## src/rtl/note_sequencer.sv

```systemverilog
// Record/playback controller that arbitrates the tone path between the live keypad and a recorded buffer.
// Optional macro NOTE_SEQUENCER_LOOP_EN: playback wraps to the first segment instead of ending.
module note_sequencer #(
    parameter int          DEPTH    = 16,
    parameter int          DUR_W    = 6,
    parameter logic [25:0] TICK_MAX = 26'd2_699_999
) (
    input  logic                     clk,
    input  logic                     nrst,
    input  logic                     rec_start,
    input  logic                     play_start,
    input  logic                     stop,
    input  logic                     key_pushed,
    input  logic [3:0]               key_code,
    output logic                     out_en,
    output logic [3:0]               out_code,
    output logic [1:0]               mode,
    output logic [$clog2(DEPTH):0]   count,
    output logic                     full
);
    localparam int              AW      = $clog2(DEPTH);
    localparam int              EW      = 5 + DUR_W;
    localparam logic [DUR_W-1:0] DUR_MAX = '1;
    localparam logic [AW:0]      DEPTH_C = (AW+1)'(DEPTH);

    typedef enum logic [1:0] {IDLE = 2'd0, REC = 2'd1, PLAY = 2'd2} state_t;

    state_t           state;
    logic [25:0]      tick_cnt;
    logic [AW:0]      rd;
    logic             seg_pushed;
    logic [3:0]       seg_code;
    logic [DUR_W-1:0] seg_dur;
    logic [DUR_W-1:0] play_elapsed;
    logic [EW-1:0]    mem [DEPTH];

    logic             tick;
    logic [DUR_W-1:0] dur_next;
    logic             key_changed;
    logic             keep_seg;
    logic             wr_en;
    logic [AW:0]      count_inc;
    logic [AW:0]      rd_inc;
    logic [DUR_W-1:0] elapsed_inc;
    logic [DUR_W-1:0] rd_dur;
    logic             nx_pushed;
    logic [3:0]       nx_code;

    assign mode        = state;
    assign tick        = (state != IDLE) && (tick_cnt == TICK_MAX);
    // A tick landing on the closing cycle still belongs to the closing segment.
    assign dur_next    = seg_dur + DUR_W'(tick);
    assign key_changed = (key_pushed != seg_pushed) || (seg_pushed && (key_code != seg_code));
    // Zero-length segments are glitches; rests are only kept once a note is stored.
    assign keep_seg    = (dur_next != '0) && (seg_pushed || (count != '0));
    assign wr_en       = (state == REC) && keep_seg && !full &&
                         (stop || key_changed || (dur_next == DUR_MAX));
    assign count_inc   = count + (AW+1)'(1);
    assign rd_inc      = rd + (AW+1)'(1);
    assign elapsed_inc = play_elapsed + DUR_W'(1);
    assign rd_dur      = mem[rd[AW-1:0]][DUR_W-1:0];
    assign nx_pushed   = mem[rd_inc[AW-1:0]][EW-1];
    assign nx_code     = mem[rd_inc[AW-1:0]][EW-2 -: 4];

    always_ff @(posedge clk) begin
        if (wr_en) mem[count[AW-1:0]] <= {seg_pushed, seg_code, dur_next};
    end

    always_ff @(posedge clk or negedge nrst) begin
        if (!nrst) begin
            state        <= IDLE;
            tick_cnt     <= '0;
            rd           <= '0;
            seg_pushed   <= 1'b0;
            seg_code     <= '0;
            seg_dur      <= '0;
            play_elapsed <= '0;
            count        <= '0;
            full         <= 1'b0;
            out_en       <= 1'b0;
            out_code     <= '0;
        end else begin
            case (state)
                IDLE: begin
                    tick_cnt <= '0;
                    out_en   <= key_pushed;
                    out_code <= key_code;
                    if (stop) begin
                        state <= IDLE;
                    end else if (rec_start) begin
                        state      <= REC;
                        count      <= '0;
                        full       <= 1'b0;
                        seg_pushed <= key_pushed;
                        seg_code   <= key_code;
                        seg_dur    <= '0;
                    end else if (play_start && (count != '0)) begin
                        state        <= PLAY;
                        rd           <= '0;
                        play_elapsed <= '0;
                        out_en       <= mem[0][EW-1];
                        out_code     <= mem[0][EW-2 -: 4];
                    end
                end
                REC: begin
                    out_en   <= key_pushed;
                    out_code <= key_code;
                    tick_cnt <= tick ? '0 : tick_cnt + 26'd1;
                    if (wr_en) count <= count_inc;
                    if (stop) begin
                        state    <= IDLE;
                        tick_cnt <= '0;
                    end else if (wr_en && (count_inc == DEPTH_C)) begin
                        full     <= 1'b1;
                        state    <= IDLE;
                        tick_cnt <= '0;
                    end else if (key_changed) begin
                        seg_pushed <= key_pushed;
                        seg_code   <= key_code;
                        seg_dur    <= '0;
                    end else if (dur_next == DUR_MAX) begin
                        seg_dur <= '0;
                    end else begin
                        seg_dur <= dur_next;
                    end
                end
                PLAY: begin
                    tick_cnt <= tick ? '0 : tick_cnt + 26'd1;
                    if (stop) begin
                        state    <= IDLE;
                        tick_cnt <= '0;
                        out_en   <= key_pushed;
                        out_code <= key_code;
                    end else if (tick && (elapsed_inc == rd_dur)) begin
                        play_elapsed <= '0;
                        if (rd_inc == count) begin
`ifdef NOTE_SEQUENCER_LOOP_EN
                            rd       <= '0;
                            out_en   <= mem[0][EW-1];
                            out_code <= mem[0][EW-2 -: 4];
`else
                            state    <= IDLE;
                            tick_cnt <= '0;
                            out_en   <= key_pushed;
                            out_code <= key_code;
`endif
                        end else begin
                            rd       <= rd_inc;
                            out_en   <= nx_pushed;
                            out_code <= nx_code;
                        end
                    end else if (tick) begin
                        play_elapsed <= elapsed_inc;
                    end
                end
                default: state <= IDLE;
            endcase
        end
    end
endmodule

```

## config.mk

```make
export PLATFORM = sky130hd
export DESIGN_NAME = note_sequencer
export DESIGN_NICKNAME = d
export VERILOG_FILES = /design/src/rtl/note_sequencer.sv
export SDC_FILE = /design/constraint.sdc
export NUM_CORES = 1
export LEC_CHECK = 0
export CORE_UTILIZATION = 45
export CTS_CLUSTER_SIZE = 24
export DETAILED_ROUTE_END_ITERATION = 10
export GPL_TIMING_DRIVEN = 0
export PLACE_DENSITY = 0.68
export SLEW_MARGIN = 15
export SYNTH_ARGS = -nofsm -noshare
export SYNTH_HDL_FRONTEND = slang
export SYNTH_SLANG_ARGS = --single-unit
export TNS_END_PERCENT = 100
```

## constraint.sdc

```tcl
create_clock -name clk -period 5.75 [get_ports clk]
set_input_delay 1.725 -clock clk [delete_from_list [all_inputs] [get_ports clk]]
set_output_delay 1.725 -clock clk [all_outputs]
set_load 0.01 [all_outputs]
```

---- Yosys cells after proc, flatten, opt, wreduce, memory -nomap -nowiden ----
Memory sizes are Yosys's and may differ from the RTL's.
Index checks and enable logic that the tools add are counted.
storage, ports and cells
  output and inout bits ................... 13
  register bits after elaboration ......... 61
  memory bits (writable) .................. 176
  memories ................................ 1
  word-level logic and storage cells ...... 146
  input port bits ......................... 10
memory list
  name  words  bits a word  rd ports  clocked after Yosys merged registers in  wr ports  RTL line  RTL
  mem   16     11           3         0                                        1         35        logic [EW-1:0] mem [DEPTH];
operators by class
  reduce and logical (&&, ||, !) cells .... 29
  eq/ne operators ......................... 26
  add/sub/neg operators ................... 5
  muxes and demuxes ....................... 74
operator list
  kind                                                                      count
  26-bit two-way mux                                                        6
  26-bit case mux with 3 select lines                                       1
  6-bit two-way mux                                                         12
  5-bit two-way mux                                                         9
  4-bit two-way mux                                                         11
  26-bit by 1-bit adder with 26-bit output (second input constant)          1
  26-bit by 22-bit equality test with 1-bit output (second input constant)  1
  6-bit case mux with 2 select lines                                        2
  2-bit != test (second input constant)                                     11
  5-bit case mux with 2 select lines                                        2
  1-bit two-way mux                                                         17
  2-bit two-way mux                                                         8
  4-bit case mux with 3 select lines                                        1
  6-bit AND reduction                                                       2
  5-bit by 1-bit adder with 5-bit output (second input constant)            2
  5-bit AND reduction                                                       2
  1-bit logical AND                                                         9
  3-bit != test (second input constant)                                     3
  4-bit case mux with 2 select lines                                        1
  4-bit AND reduction                                                       2
  7-bit AND reduction                                                       1
  6-bit by 1-bit adder with 6-bit output                                    1
  6-bit by 1-bit adder with 6-bit output (second input constant)            1
  6-bit equality test                                                       1
  21 further kinds                                                          27

---- Logic depth before layout (Yosys ltp) ----
  depth after elaboration ................. 12
  mapped depth ............................ 16
  depth with buffers taken out ............ 14

---- Worst setup path after synthesis ----
OpenSTA, ideal clock, no wires.
  path type ............................... register to register
  start point ............................. register state[0], in the netlist mode[0]
  end point ............................... memory mem[0][0] in the netlist's numbering, enable pin
  data required time ...................... 5357 ps
  stages on the path, launching flop included .. 15
  buffers on the path ..................... 1
  setup time .............................. 393 ps
  period minus slack after synthesis ...... 5112 ps
  setup slack ............................. 638 ps
  arrival time ............................ 4719 ps
  path through ............................ dfrtp_1 -> inv_1 -> ha_1 -> or3b_2 -> or4_4 -> nor3_4 -> ha_1 -> ha_1 -> xor2_1 -> and3_1 -> a41oi_1 -> a221oi_1 -> clkbuf_1 -> nand2_1 -> nor3_1
between the ends
  cells in the longest elaborated chain, start to end .. 10
  elaborated cells between the ends (all ways) .. 13
  classes of those cells .................. add/sub: 1; eq/ne: 2; mux: 2; reduce/logical: 8
ends and longest elaborated chain
  what                                       RTL line  RTL
  start, declared                            28        state_t state;
  start signal, assigned                     71        state <= IDLE;
  start signal, assigned                     89        state <= IDLE;
  start signal, assigned                     91        state <= REC;
  2-bit nonzero test *                       50        assign tick = (state != IDLE) && (tick_cnt == TICK_MAX);
  1-bit logical AND *                        50
  6-bit by 1-bit adder with 6-bit output *   52        assign dur_next = seg_dur + DUR_W'(tick);
  net dur_next[2]                            38        logic [DUR_W-1:0] dur_next;
  6-bit nonzero test                         55        assign keep_seg = (dur_next != '0) && (seg_pushed || (count != '0));
  1-bit logical AND                          55
  1-bit logical AND (2 in a row)             56        assign wr_en = (state == REC) && keep_seg && !full &&
  1-bit logical AND *                        56
  1-bit two-way mux *                        66        if (wr_en) mem[count[AW-1:0]] <= {seg_pushed, seg_code, dur_next};
  1-bit two-way mux (not written as such) *  66
  end, declared                              35
Mark *: on every way through the listed nets, which the timed path passes. The rest lies on a longest branch.

---- Worst setup path in the final report ----
  start point ............................. register state[0], in the netlist mode[0]
  end point ............................... memory mem[2][5] in the netlist's numbering, enable pin
The elaborated chain is that of the path after synthesis.

==> Flow_metrics.wiki <==
{| class="wikitable"
! Metric !! Value
|-
| Result of the run || finished, final reports clean
|-
| Cell type with the highest occurrence count on the critical path || sky130_fd_sc_hd__ha_1
|-
| Input/output buffers || 22
|-
| Post-synth ARST share || 0.257
|-
| Critical-path cell list || inv_1 > ha_1 > or3b_2 > or4_4 > nor3_4 > ha_1 > ha_1 > xor2_4 > and3_1 > a41oi_1 > a221oi_1 > clkbuf_1 > nand2_1 > nor3_4 > buf_6
|-
| Total number of vias || about 7000
|-
| Count of final max-slew check failures || 0
|-
| Net count after synthesis || 839
|-
| Critical path data arrival time || between 5 and 6 ns
|-
| Worst Setup Start Kind || register
|-
| Worst slew margin relative to its limit || 0.356
|-
| Maximum number of pins on one net before global-route repair || 35
|-
| Number of standard cells in the layout, taps in and fillers out || 1213
|-
| Rows || 56
|-
| Insertion delay to the later sink of the worst-skew pair || roughly 0.54 ns
|-
| Syn-to-layout area delta || 16.2%
|-
| Ports || 23
|-
| Via density per instance || 5.79
|-
| Floorplan Core Area || 0.0238 mm²
|-
| Least-Margin Pin Slew || 0.959 ns
|-
| Maximum achievable frequency || 0.186 GHz
|-
| Number of buffers inserted during clock tree synthesis || 26
|-
| Number of detailed-route iterations in the first pass || 5
|-
| Synth area leaders || sky130_fd_sc_hd__edfxtp_1 48%, sky130_fd_sc_hd__dfrtp_1 14%, sky130_fd_sc_hd__mux4_2 8.6%
|-
| DRC violations left || 0
|-
| Final wirelength || ~26000 µm
|-
| Setup ws final || 0.372 ns
|-
| CP Data Required Time || 5.98 ns
|-
| Static Leak || 0.00461 µW
|-
| Layout cell share with drive strength beyond 1 || 0.155
|-
| Cell chosen for the clock root || sky130_fd_sc_hd__clkbuf_16
|-
| Syn_area_per_cell || 13.5 µm²
|-
| Count of H-tree levels built during CTS || 1
|-
| Worst min path class || register to register
|-
| Crit Path Category || register to register
|-
| Fin Clk Skew || 0.0294 ns
|-
| Diodes inserted || 0
|-
| GPL Wtd Cong || about 0.86
|-
| Initial antenna violation count || 0
|-
| Die Ht || 158 µm
|-
| First-pass GRT wire length || ~40000 µm
|-
| Area of the multi-input gates || a little over 0.004 mm²
|-
| Clock-pin slew on the worst setup and hold paths || 0.06 ns
|-
| DRC violation total after the first TritonRoute iteration || 676
|-
| Total overflow reported by the global router || 0
|-
| Via count of the first global-routing pass || between 6000 and 7000
|-
| Library cell contributing the largest single delay on the critical path || sky130_fd_sc_hd__a221oi_1
|-
| Setup repair after global routing missed its margin || false
|-
| TritonCTS clock tree || built
|-
| Post-synth top flop || sky130_fd_sc_hd__edfxtp_1
|-
| EDFF count, synth || ~180
|-
| Antenna-violating nets left || 0
|-
| Longest Clk Path Bufs || 3
|-
| Post-Synthesis Cells || 815
|-
| Crit-path max cell delay || 0.50 ns
|-
| FF/Latch Area || between 0.006 and 0.007 mm²
|-
| Tmin final || 5.38 ns
|-
| Combined area of all synthesized cells || 0.0110 mm²
|-
| Largest area contributor in the netlist || sky130_fd_sc_hd__edfxtp_1
|-
| Clk sink count || 237
|-
| Width of the die || 158 µm
|-
| Final core occ || 0.538
|-
| Final period utilization || 0.935
|-
| Dpl hpwl || around 17000 µm
|-
| Die area || 0.0251 mm²
|-
| Pwr/cell area || 329 mW/mm²
|-
| Most repeated cell in the gate-level netlist after synthesis || sky130_fd_sc_hd__edfxtp_1
|-
| Number of register bits inferred by synthesis || between 200 and 250
|-
| Max-cap violation count || 0
|-
| Share of the synthesized area in the top cell type || 0.480
|-
| Final setup vio count || 0
|-
| Initial standard-cell utilization of the core || 0.463
|-
| Average wire per standard cell || 21.5 µm
|-
| Worst hold slack across all endpoints || 0.491 ns
|-
| Kind of end point of the critical path || register
|-
| Share of the yosys chip area belonging to registers || 0.619
|-
| Number of nets in the final layout || 898
|-
| Total placed cells including tap cells || between 1000 and 1500
|-
| Leading post-synthesis cells by instance count || 176 x sky130_fd_sc_hd__edfxtp_1, 95 x sky130_fd_sc_hd__nand2_1, 61 x sky130_fd_sc_hd__dfrtp_1
|-
| Global-route total usage across every layer || 0.217
|-
| Worst slack after detailed placement || -0.266 ns
|-
| Layout fillers || 1921
|-
| Number of warnings reported in the yosys synthesis log || 0
|-
| Largest fanout on the critical path || 10
|-
| Unique cell type count in the Yosys netlist || 62
|-
| Number of hold violations in the final report || 0
|-
| Worst ir drop on vdd || about 0.00039 V
|}
## flip-flops by register name, indices dropped and copies added (netlist names)
name / flops
play_elapsed: 6
rd: 5
seg_dur: 6
count: 5
out_code: 4
mode: 2
full: 1
mem: 176
seg_code: 4
out_en: 1
tick_cnt: 26
seg_pushed: 1
## final timing paths
check,startpoint,end,slack [ns],cells after the start
max,mode[0]$_DFFE_PN0P_,mem[2][5]$_DFFE_PP_,0.37,15
min,seg_dur[0]$_DFFE_PN0P_,seg_dur[0]$_DFFE_PN0P_,0.49,2
max reg2reg,mode[0]$_DFFE_PN0P_,mem[2][5]$_DFFE_PP_,0.37,15
min reg2reg,seg_dur[0]$_DFFE_PN0P_,seg_dur[0]$_DFFE_PN0P_,0.49,2
max in group asynchronous,nrst,play_elapsed[4]$_DFFE_PN0P_,4.11,2
min in group asynchronous,nrst,count[1]$_DFFE_PN0P_,1.11,1
## power breakdown
| part | leakage [µW] | switching [µW] | internal, µW |
|---|---|---|---|
| Sequential | 0.00266 | 132 | 1970 |
| Clock | 0.000431 | 681 | 1030 |
| Combinational | 0.00152 | 224 | 172 |
| Total | 0.00461 | 1040 | 3170 |
## final cells by class
type / instances / area share
timing repair buffer: 31 / 0.0251
multi-input combinational: 523 / 0.323
tap: 319 / 0.0312
clock inverter: 15 / 0.0156
clock buffer: 33 / 0.0537
buffer: 35 / 0.0123
sequential: 237 / 0.533
inverter: 20 / 0.00587
## logic make-up (layout without fill, tap and decap cells)
kind of cell    count (synthesis)  after routing  share of synthesized area
compound gates                131            131                     0.0780
fa+ha+maj                      14             14                     0.0159
simple gates                  275            275                      0.125
xor+xnor                       26             26                     0.0219
mux                            77             77                      0.119
flops                         237            237                      0.619
buf+inv                        55            134                     0.0212
## worst max-delay path, delay by kind of cell (launching register included)
family / cells / cell delay (ns)
flip-flops: 1 / 0.45
adder cells (fa/ha/maj): 3 / 0.92
AND/OR/NAND/NOR: 6 / 2.19
AO/OA/AOI/OAI: 2 / 0.62
buffers and inverters: 3 / 0.70
XOR/XNOR: 1 / 0.18
## metrics by stage
step           TNS [ns]  total power, µW  cell area, µm²
6_report              0             4200           12800
5_1_grt               0             4330           12800
4_1_cts           -2.61             4220           12700
3_5_place_dp     -26.01             2520           11800
3_3_place_gp    -186.64             2510           11600
2_1_floorplan         0             2330           11000
## layout by cell type, fill, tap and decap left out, drive strengths merged, types with 14 or more instances in the layout
cell,Yosys,layout
edfxtp,176,176
ha,14,14
o22ai,14,14
nand3,28,28
inv,19,19
nor2b,20,20
nand2,95,95
o211ai,16,16
o21ai,37,37
mux2i,22,22
a21oi,17,17
buf,10,20
nor2,51,51
clkbuf,25,58
xnor2,18,18
mux4,42,42
dfrtp,61,61
clkdlybuf4s50,0,21
## routing by layer
layer,up-vias,GRT usage,routed length [µm]
met5,-,0,0
met4,0,0.0568,613
met3,37,0.0362,1370
met2,191,0.358,12700
met1,3558,0.298,11400
li1,3232,-,-
## what timing repair did
item / 4_1_cts / 5_1_grt
resized for setup: 10 / 7
setup endpoints to repair: 165 / 196
pin swaps: 0 / 2
setup buffers: 0 / 3
hold buffers: 0 / 0
(Power assumes the default switching activity.)
